`src/rtl/spi_periph_regbank.sv`:
```
// rtl/spi_periph_regbank.sv - SPI peripheral with oversampled pins feeding a parametrised register bank
module spi_periph_regbank #(
    parameter int                   DATA_W      = 16,
    parameter int                   ADDR_W      = 3,
    parameter bit                   CPOL        = 1'b0,
    parameter bit                   CPHA        = 1'b0,
    parameter bit                   MSB_FIRST   = 1'b1,
    parameter int                   SYNC_STAGES = 2,
    parameter logic [2**ADDR_W-1:0] RO_MASK     = '0,
    parameter logic [DATA_W-1:0]    REG_RESET   = '0
) (
    input  logic                            clk,
    input  logic                            rst,
    input  logic                            SCK,
    input  logic                            CS,
    input  logic                            COPI,
    output logic                            CIPO,
    output logic                            cipo_oe,
    input  logic [(2**ADDR_W)*DATA_W-1:0]   ro_data,
    output logic [(2**ADDR_W)*DATA_W-1:0]   reg_out,
    output logic                            wr_pulse,
    output logic [ADDR_W-1:0]               wr_addr,
    output logic                            rd_pulse,
    output logic [ADDR_W-1:0]               rd_addr,
    output logic                            frame_err,
    output logic                            busy
);
    localparam int NUM_REGS  = 2**ADDR_W;
    localparam int FRAME_LEN = 1 + ADDR_W + DATA_W;
    localparam int CW        = $clog2(FRAME_LEN + 1);
    localparam logic [CW-1:0] LAST_ADDR = CW'(ADDR_W);
    localparam logic [CW-1:0] LAST_BIT  = CW'(FRAME_LEN - 1);

    typedef enum logic [1:0] {IDLE, CMD, DATA, DONE} state_t;

    state_t                 state_q, state_d;
    logic [SYNC_STAGES-1:0] sck_sync_q, sck_sync_d;
    logic [SYNC_STAGES-1:0] cs_sync_q, cs_sync_d;
    logic [SYNC_STAGES-1:0] copi_sync_q, copi_sync_d;
    logic                   sck_prev_q, sck_prev_d;
    logic [CW-1:0]          cnt_q, cnt_d;
    logic                   rw_q, rw_d;
    logic [ADDR_W-1:0]      addr_q, addr_d, addr_shift;
    logic [DATA_W-1:0]      data_q, data_d, data_shift;
    logic [DATA_W-1:0]      sh_q, sh_d;
    logic                   cipo_q, cipo_d, oe_q, oe_d, busy_q, busy_d;
    logic                   wr_pend_q, wr_pend_d;
    logic                   wr_pulse_q, wr_pulse_d, rd_pulse_q, rd_pulse_d;
    logic                   frame_err_q, frame_err_d;
    logic [ADDR_W-1:0]      wr_addr_q, wr_addr_d, rd_addr_q, rd_addr_d;
    logic [DATA_W-1:0]      regs_q [NUM_REGS];
    logic [DATA_W-1:0]      regs_d [NUM_REGS];
    logic [DATA_W-1:0]      slot_arr [NUM_REGS];

    logic sck_s, cs_s, copi_s;
    logic lead_edge, trail_edge, sample_edge, drive_edge;

    // Read-only slots bypass the register file and track ro_data live
    for (genvar i = 0; i < NUM_REGS; i++) begin : g_slot
        assign slot_arr[i] = RO_MASK[i] ? ro_data[i*DATA_W +: DATA_W] : regs_q[i];
        assign reg_out[i*DATA_W +: DATA_W] = slot_arr[i];
    end

    assign sck_s       = sck_sync_q[SYNC_STAGES-1];
    assign cs_s        = cs_sync_q[SYNC_STAGES-1];
    assign copi_s      = copi_sync_q[SYNC_STAGES-1];
    assign lead_edge   = (sck_s != sck_prev_q) && (sck_prev_q == CPOL);
    assign trail_edge  = (sck_s != sck_prev_q) && (sck_prev_q != CPOL);
    assign sample_edge = CPHA ? trail_edge : lead_edge;
    assign drive_edge  = CPHA ? lead_edge : trail_edge;
    assign addr_shift  = MSB_FIRST ? {addr_q[ADDR_W-2:0], copi_s} : {copi_s, addr_q[ADDR_W-1:1]};
    assign data_shift  = MSB_FIRST ? {data_q[DATA_W-2:0], copi_s} : {copi_s, data_q[DATA_W-1:1]};

    always_comb begin
        sck_sync_d  = {sck_sync_q[SYNC_STAGES-2:0], SCK};
        cs_sync_d   = {cs_sync_q[SYNC_STAGES-2:0], CS};
        copi_sync_d = {copi_sync_q[SYNC_STAGES-2:0], COPI};
        sck_prev_d  = sck_s;
        state_d     = state_q;
        cnt_d       = cnt_q;
        rw_d        = rw_q;
        addr_d      = addr_q;
        data_d      = data_q;
        sh_d        = sh_q;
        cipo_d      = cipo_q;
        oe_d        = oe_q;
        busy_d      = busy_q;
        wr_pend_d   = 1'b0;
        wr_pulse_d  = 1'b0;
        wr_addr_d   = wr_addr_q;
        rd_pulse_d  = 1'b0;
        rd_addr_d   = rd_addr_q;
        frame_err_d = 1'b0;
        regs_d      = regs_q;

        // The write lands one clk after the final sample, even if CS rises meanwhile
        if (wr_pend_q) begin
            regs_d[addr_q] = data_q;
            wr_pulse_d     = 1'b1;
            wr_addr_d      = addr_q;
        end

        case (state_q)
            IDLE: begin
                cipo_d = 1'b0;
                oe_d   = 1'b0;
                busy_d = 1'b0;
                if (!cs_s) begin
                    state_d = CMD;
                    cnt_d   = '0;
                    busy_d  = 1'b1;
                    oe_d    = 1'b1;
                end
            end
            CMD: begin
                if (cs_s) begin
                    state_d     = IDLE;
                    frame_err_d = 1'b1;
                    busy_d      = 1'b0;
                    oe_d        = 1'b0;
                    cipo_d      = 1'b0;
                end else if (sample_edge) begin
                    cnt_d = cnt_q + CW'(1);
                    if (cnt_q == '0) begin
                        rw_d = copi_s;
                    end else begin
                        addr_d = addr_shift;
                        if (cnt_q == LAST_ADDR) begin
                            state_d = DATA;
                            if (rw_q) begin
                                sh_d       = slot_arr[addr_shift];
                                rd_pulse_d = 1'b1;
                                rd_addr_d  = addr_shift;
                            end
                        end
                    end
                end
            end
            DATA: begin
                if (cs_s) begin
                    state_d     = IDLE;
                    frame_err_d = 1'b1;
                    busy_d      = 1'b0;
                    oe_d        = 1'b0;
                    cipo_d      = 1'b0;
                end else begin
                    if (drive_edge && rw_q) begin
                        cipo_d = MSB_FIRST ? sh_q[DATA_W-1] : sh_q[0];
                        sh_d   = MSB_FIRST ? {sh_q[DATA_W-2:0], 1'b0} : {1'b0, sh_q[DATA_W-1:1]};
                    end
                    if (sample_edge) begin
                        cnt_d = cnt_q + CW'(1);
                        if (!rw_q) data_d = data_shift;
                        if (cnt_q == LAST_BIT) begin
                            state_d   = DONE;
                            cipo_d    = 1'b0;
                            wr_pend_d = !rw_q && !RO_MASK[addr_q];
                        end
                    end
                end
            end
            DONE: begin
                cipo_d = 1'b0;
                if (cs_s) begin
                    state_d = IDLE;
                    oe_d    = 1'b0;
                    busy_d  = 1'b0;
                end
            end
            default: state_d = IDLE;
        endcase
    end

    always_ff @(posedge clk or negedge rst) begin
        if (!rst) begin
            sck_sync_q  <= {SYNC_STAGES{CPOL}};
            cs_sync_q   <= '1;
            copi_sync_q <= '0;
            sck_prev_q  <= CPOL;
            state_q     <= IDLE;
            cnt_q       <= '0;
            rw_q        <= 1'b0;
            addr_q      <= '0;
            data_q      <= '0;
            sh_q        <= '0;
            cipo_q      <= 1'b0;
            oe_q        <= 1'b0;
            busy_q      <= 1'b0;
            wr_pend_q   <= 1'b0;
            wr_pulse_q  <= 1'b0;
            wr_addr_q   <= '0;
            rd_pulse_q  <= 1'b0;
            rd_addr_q   <= '0;
            frame_err_q <= 1'b0;
            for (int i = 0; i < NUM_REGS; i++) regs_q[i] <= REG_RESET;
        end else begin
            sck_sync_q  <= sck_sync_d;
            cs_sync_q   <= cs_sync_d;
            copi_sync_q <= copi_sync_d;
            sck_prev_q  <= sck_prev_d;
            state_q     <= state_d;
            cnt_q       <= cnt_d;
            rw_q        <= rw_d;
            addr_q      <= addr_d;
            data_q      <= data_d;
            sh_q        <= sh_d;
            cipo_q      <= cipo_d;
            oe_q        <= oe_d;
            busy_q      <= busy_d;
            wr_pend_q   <= wr_pend_d;
            wr_pulse_q  <= wr_pulse_d;
            wr_addr_q   <= wr_addr_d;
            rd_pulse_q  <= rd_pulse_d;
            rd_addr_q   <= rd_addr_d;
            frame_err_q <= frame_err_d;
            for (int i = 0; i < NUM_REGS; i++) regs_q[i] <= regs_d[i];
        end
    end

    assign CIPO      = cipo_q;
    assign cipo_oe   = oe_q;
    assign busy      = busy_q;
    assign wr_pulse  = wr_pulse_q;
    assign wr_addr   = wr_addr_q;
    assign rd_pulse  = rd_pulse_q;
    assign rd_addr   = rd_addr_q;
    assign frame_err = frame_err_q;

endmodule

```
`config.mk`:
```
export PLATFORM = sky130hd
export DESIGN_NAME = spi_periph_regbank
export DESIGN_NICKNAME = d
export VERILOG_FILES = /design/src/rtl/spi_periph_regbank.sv
export SDC_FILE = /design/constraint.sdc
export NUM_CORES = 1
export LEC_CHECK = 0
export ABC_AREA = 1
export BUFFER_PORTS_ARGS = -buffer_cell sky130_fd_sc_hd__buf_2
export CAP_MARGIN = 20
export CORE_ASPECT_RATIO = 0.7
export CORE_UTILIZATION = 24
export DETAILED_ROUTE_END_ITERATION = 6
export SYNTH_ARGS = -nofsm -noshare
export SYNTH_HDL_FRONTEND = slang
export SYNTH_SLANG_ARGS = --single-unit
```
`constraint.sdc`:
```
create_clock -name clk -period 2.4 [get_ports clk]
set_clock_uncertainty 0.15 [all_clocks]
set_input_delay 0.24 -clock clk [delete_from_list [all_inputs] [get_ports clk]]
set_output_delay 0.24 -clock clk [all_outputs]
set_load 0.02 [all_outputs]
```
# Word level (Yosys, flattened, before mapping)

Memories as Yosys holds them, arrays and structs flattened.
Index checks and enable logic that the tools add are counted.
Widths: inputs -> output; s select.

$add $sub $neg: 1
Magnitude comparators: 4
Equal/unequal tests: 24
Muxes and demuxes: 50
Bitwise logic cells: 6
Reduce and logical (&&, ||, !) cells: 21

Operators with widths:

| operator            | number |
|---|---|
| $mux 16             | 10 |
| $bwmux 128          | 1 |
| $bmux 16 s3         | 1 |
| $demux 16 s3        | 1 |
| $pmux 16 s2         | 1 |
| $ne 2x2->1 const B  | 11 |
| $mux 1              | 20 |
| $mux 2              | 9 |
| $reduce_and 4->1    | 4 |
| $mux 5              | 3 |
| $ne 3x3->1 const B  | 5 |
| $pmux 5 s2          | 1 |
| $ge 4x4->1 const B  | 2 |
| $not 3->4           | 2 |
| $pmux 2 s4          | 1 |
| $reduce_and 8->1    | 1 |
| $reduce_and 7->1    | 1 |
| $reduce_and 6->1    | 1 |
| $add 5x1->5 const B | 1 |
| $eq 5x2->1 const B  | 1 |
| $eq 5x5->1 const B  | 1 |
| $logic_and 1x1->1   | 5 |
| $logic_not 5->1     | 1 |
| $eq 2x2->1 const B  | 2 |
| other kinds (13)    | 20 |

Flip-flop bits (word level): 190
Bits in read-only memories: 8
Input port bits: 133
Output and inout port bits: 140
Memories kept: 1

Memory list:

| memory           | depth | bits a word | rd ports | clocked after Yosys merged registers in | wr ports | RTL line | RTL |
|---|---|---|---|---|---|---|---|
| (name not given) | 8     | 1           | 1        | 0                                       | 0        | 157      | `wr_pend_d = !rw_q && !RO_MASK[addr_q];` |

# Longest topological paths before layout

Word-level depth: 10
Mapped depth: 11

# Worst setup path after synthesis

Ideal clock, no wire load.

Kind: register -> register
Start point: register state_q[0]
End point: register sh_q[2]
Library setup time: 0.117 ns
Arrival time: 1.581 ns
Slack: 0.552 ns
Stages on the path, launching flop included: 11
Path buffers: 1
Period minus slack after synthesis: 1.848 ns
Cells stage by stage: dfrtp_1 > inv_1 > ha_1 > inv_2 > nor2_4 > nor2_2 > a21oi_2 > nand2_2 > buf_2 > nand3_1 > nand2_1

Cells in the longest elaborated chain, start to end: 3
Elaborated cells between the ends (all ways): 12
Classes of those cells: eq/ne: 9; mux: 1; reduce/logical: 2

Ends and longest elaborated chain:

| item                                                                    | RTL line | RTL |
|---|---|---|
| from (decl)                                                             | 36       | `state_t state_q, state_d;` |
| from (signal assigned)                                                  | 201      | `state_q <= state_d;` |
| $eq 2x2->1 / $eq 2x1->1 (equally long branches)                         | 103      | `case (state_q)` |
| $ne 2x2->1 (no source line) / $reduce_bool 2->1 (equally long branches) | -        |  |
| $reduce_and 8->1 (no source line)                                       | -        |  |
| to (signal assigned)                                                    | 185      | `sh_q <= '0;` |
| to (signal assigned)                                                    | 206      | `sh_q <= sh_d;` |
| to (decl)                                                               | 45       | `logic [DATA_W-1:0] sh_q, sh_d;` |

Several ways; a longest one is shown, not always the timed one.
A chain may end at the register's enable or synchronous reset.

# Worst setup path in the final report

Start point: register cnt_q[2]
End point: register sh_q[8]

Cells in the longest elaborated chain, start to end: 3
Elaborated cells between the ends (all ways): 5
Classes of those cells: eq/ne: 3; reduce/logical: 2

Ends and longest elaborated chain:

| item                                                 | RTL line | RTL |
|---|---|---|
| from (decl)                                          | 41       | `logic [CW-1:0] cnt_q, cnt_d;` |
| from (signal assigned)                               | 202      | `cnt_q <= cnt_d;` |
| $eq 5x2->1 / $logic_not 5->1 (equally long branches) | 128, 124 |  |
| $ne 2x2->1 (no source line)                          | -        |  |
| $reduce_and 8->1 (no source line) (*)                | -        |  |

Every way passes the cells marked *; elsewhere a longest branch is shown, timed or not.

==> results_dict.tcl <==
set metrics [dict create \
    drive_gt1_share_pct 20.2 \
    worstPathMaxFanout 17 \
    fin_hold_ws_ns 0.202 \
    p_comb_share_pct 22.7 \
    cp_slowest_cell "dfrtp_1" \
    fin_crit_sh_pct 90.9 \
    syn_nets 1156 \
    power_mw 8.11 \
    regToRegSetupSlack_ns 0.22 \
    end_kind "flip-flop" \
    crit_buf_inv 0 \
    dpl_worst_slack_ns 0.318 \
    gr-usage-all-layers_pct 15.3 \
    syn_inst 1016 \
    drv_slew 0 \
    syn_to_final_growth_pct 22.7 \
    period_needed_ns 2.18 \
    hpwl_um 19100 \
    die_area_mm2 0.0361 \
    p_clk_share_pct 33.6 \
    p_sw_share_pct 33.5 \
    postCtsResizedCells 0 \
    synth-seq-area-share_pct 56.1 \
    grt_pass1_vias 6955 \
    clkLatencyLatePin_ns 0.45 \
    hold_viol 0 \
    path_cells "nor2_1 -> nand3_1 -> nand2_1 -> nor2_1 -> nand2_2 -> nand2_4 -> nand3_2 -> nand2_1" \
    drc_errors 0 \
    layout_common_cells "nand2_1, dfrtp_1, o21ai_0, buf_2, nand3_1" \
    cts_buffer_depth 2 \
    worst-slew-pin-transition_ns 0.546 \
    ioPinCount 273 \
    hold_class "in -> async" \
    max_stage_delay_ns 0.45 \
    switchingPower_mw 2.72 \
    synth_area_mm2 0.00848 \
    final-setup-viol-count 0 \
    critPathLaunchType "flip-flop" \
    num_vias 7307 \
    slew_headroom_pct 63.2 \
    p_int_mw 5.39 \
    place_congestion 0.794 \
    grt_max_degree 66 \
    fin_nets 1289 \
    r2r_start "cnt_q[2]" \
    antenna_found_initial 0 \
    outcome "completed" \
    critical_path_arrival_ns 2.37 \
    ant_nets 0 \
    crit_type "reg -> reg" \
    clkSlewWorstSetupHoldPaths_ns 0.07 \
    dr.pass1.iters 5 \
    cts_hold_buf 4 \
    layout_commonest_cell "nand2_1" \
    grt_pass1_wl_um 41500 \
    cts.sinks 190 \
    htree_levels 4 \
    rr_worst_depth 8 \
    coreArea_mm2 0.0347 \
    fp-row-count 57 \
    n_fill_cell 3711 \
    die_x_um 227 \
    critical_path.top_delay_family "simple AND/OR/NAND/NOR gates" \
    overflow 0 \
    antenna_cells 0 \
    p_per_area_mw_per_mm2 780 \
    routed_wl_um 26800 \
    io_buffers 144 \
    cts_root_buffer "clkbuf_16" \
    synth.avg_cell_area_um2 8.35 \
    peakVddDrop_mv 0.425 \
    cap_violations 0 \
    yosys_warnings 0 \
    fin_setup_tns_ns 0 \
    finalWorstSetupSlack_ns 0.220 \
    p_seq_share_pct 43.7 \
    r2r-end "sh_q[8]" \
    p_leak_nw 5.11 \
    numCtsBuffers 17 \
    dieHeight_um 159 \
    cts_tree "yes" \
    start_util_pct 24.4 \
    fmaxAchievable_mhz 459 \
    post_cts_buffers 0 \
    drtIter0Drc 665 \
    vias_per_cell 4.47 \
    wl_per_cell_um 16.4 \
    grt_setup_unrepaired "false" \
    required_ns 2.59 \
    synth_cell_types 31 \
    ys_ff_latch 190 \
]
## synthesized netlist by cell type (all sizes together)
library cell | n | area, µm²
inv | 63 | 236
o21ai | 152 | 761
nand4 | 5 | 31.3
nand2 | 334 | 1270
ha | 7 | 87.6
nand3 | 142 | 741
nor2 | 30 | 133
or2 | 13 | 81.3
dfstp | 2 | 52.6
mux2i | 1 | 10.0
dfrtp | 188 | 4700
a21oi | 14 | 73.8
xor2 | 2 | 17.5
nor3 | 1 | 10.0
buf | 20 | 106
nand3b | 1 | 7.51
o211ai | 1 | 7.51
clkbuf | 40 | 151
## state kept, by name (all words and copies together), names as in the netlist, 2 cells and up
signal and flops:
cnt_q 5, state_q 2, wr_addr 3, reg_out 128, data_q 16, rd_addr 3
addr_q 3, sck_sync_q 2, sh_q 16, copi_sync_q 2, cs_sync_q 2
## power by group through the flow
stage / logic [mW] / registers, mW / clock network, mW
after floorplan: 1.27 / 3.56 / 0
after global placement: 1.81 / 3.60 / 0
after detailed placement: 1.83 / 3.60 / 0
after CTS: 1.84 / 3.54 / 2.79
after global routing: 2.07 / 3.57 / 2.94
final: 1.84 / 3.54 / 2.73
## logic make-up after synthesis
| kind of cell | synth area share [%] |
|---|---|
| adder cells (fa/ha/maj) | 1.03 |
| XOR/XNOR | 0.207 |
| AND/OR/NAND/NOR | 26.8 |
| flip-flops | 56.1 |
| multiplexers | 0.118 |
| AO/OA/AOI/OAI | 9.93 |
| buffers and inverters | 5.83 |
## metrics by stage
step           instance area, µm²  std cells  utilization [%]
3_3_place_gp                 9810       1598             28.2
6_report                    10400       1634             30.0
5_1_grt                     10400       1634             30.0
3_5_place_dp                 9810       1598             28.2
4_1_cts                     10400       1634             30.0
2_1_floorplan                8480       1016                -
## cell type report
class | count | area (µm²) | area share (%)
inverters | 63 | 236 | 2.27
clock inverters | 13 | 101 | 0.974
repair buffers | 174 | 1030 | 9.87
well taps | 472 | 591 | 5.68
clock buffers | 19 | 453 | 4.35
multi-input cells | 703 | 3240 | 31.1
flip-flops and latches | 190 | 4760 | 45.7
## worst max path at each step
stage | endpoint | cells past startpoint | slack (ns) | start
after floorplan | sh_q[2] | 10 | 0.55 | state_q[0]
after CTS | sh_q[3] | 10 | 0.30 | state_q[0]
after detailed placement | sh_q[0] | 10 | 0.32 | state_q[0]
after global placement | sh_q[8] | 10 | 0.32 | state_q[0]
after global routing | sh_q[9] | 8 | 0.14 | cnt_q[2]
final | sh_q[8] | 8 | 0.22 | cnt_q[2]
## metal layers
layer	GRT usage [%]	vias up	part of all wire, %
li1	-	3561	-
met1	21.5	3488	47
met2	23.4	240	46
met3	3.84	18	6.3
met4	3.59	0	1.1
met5	0	-	0
Power figures use the tool's default switching activity.
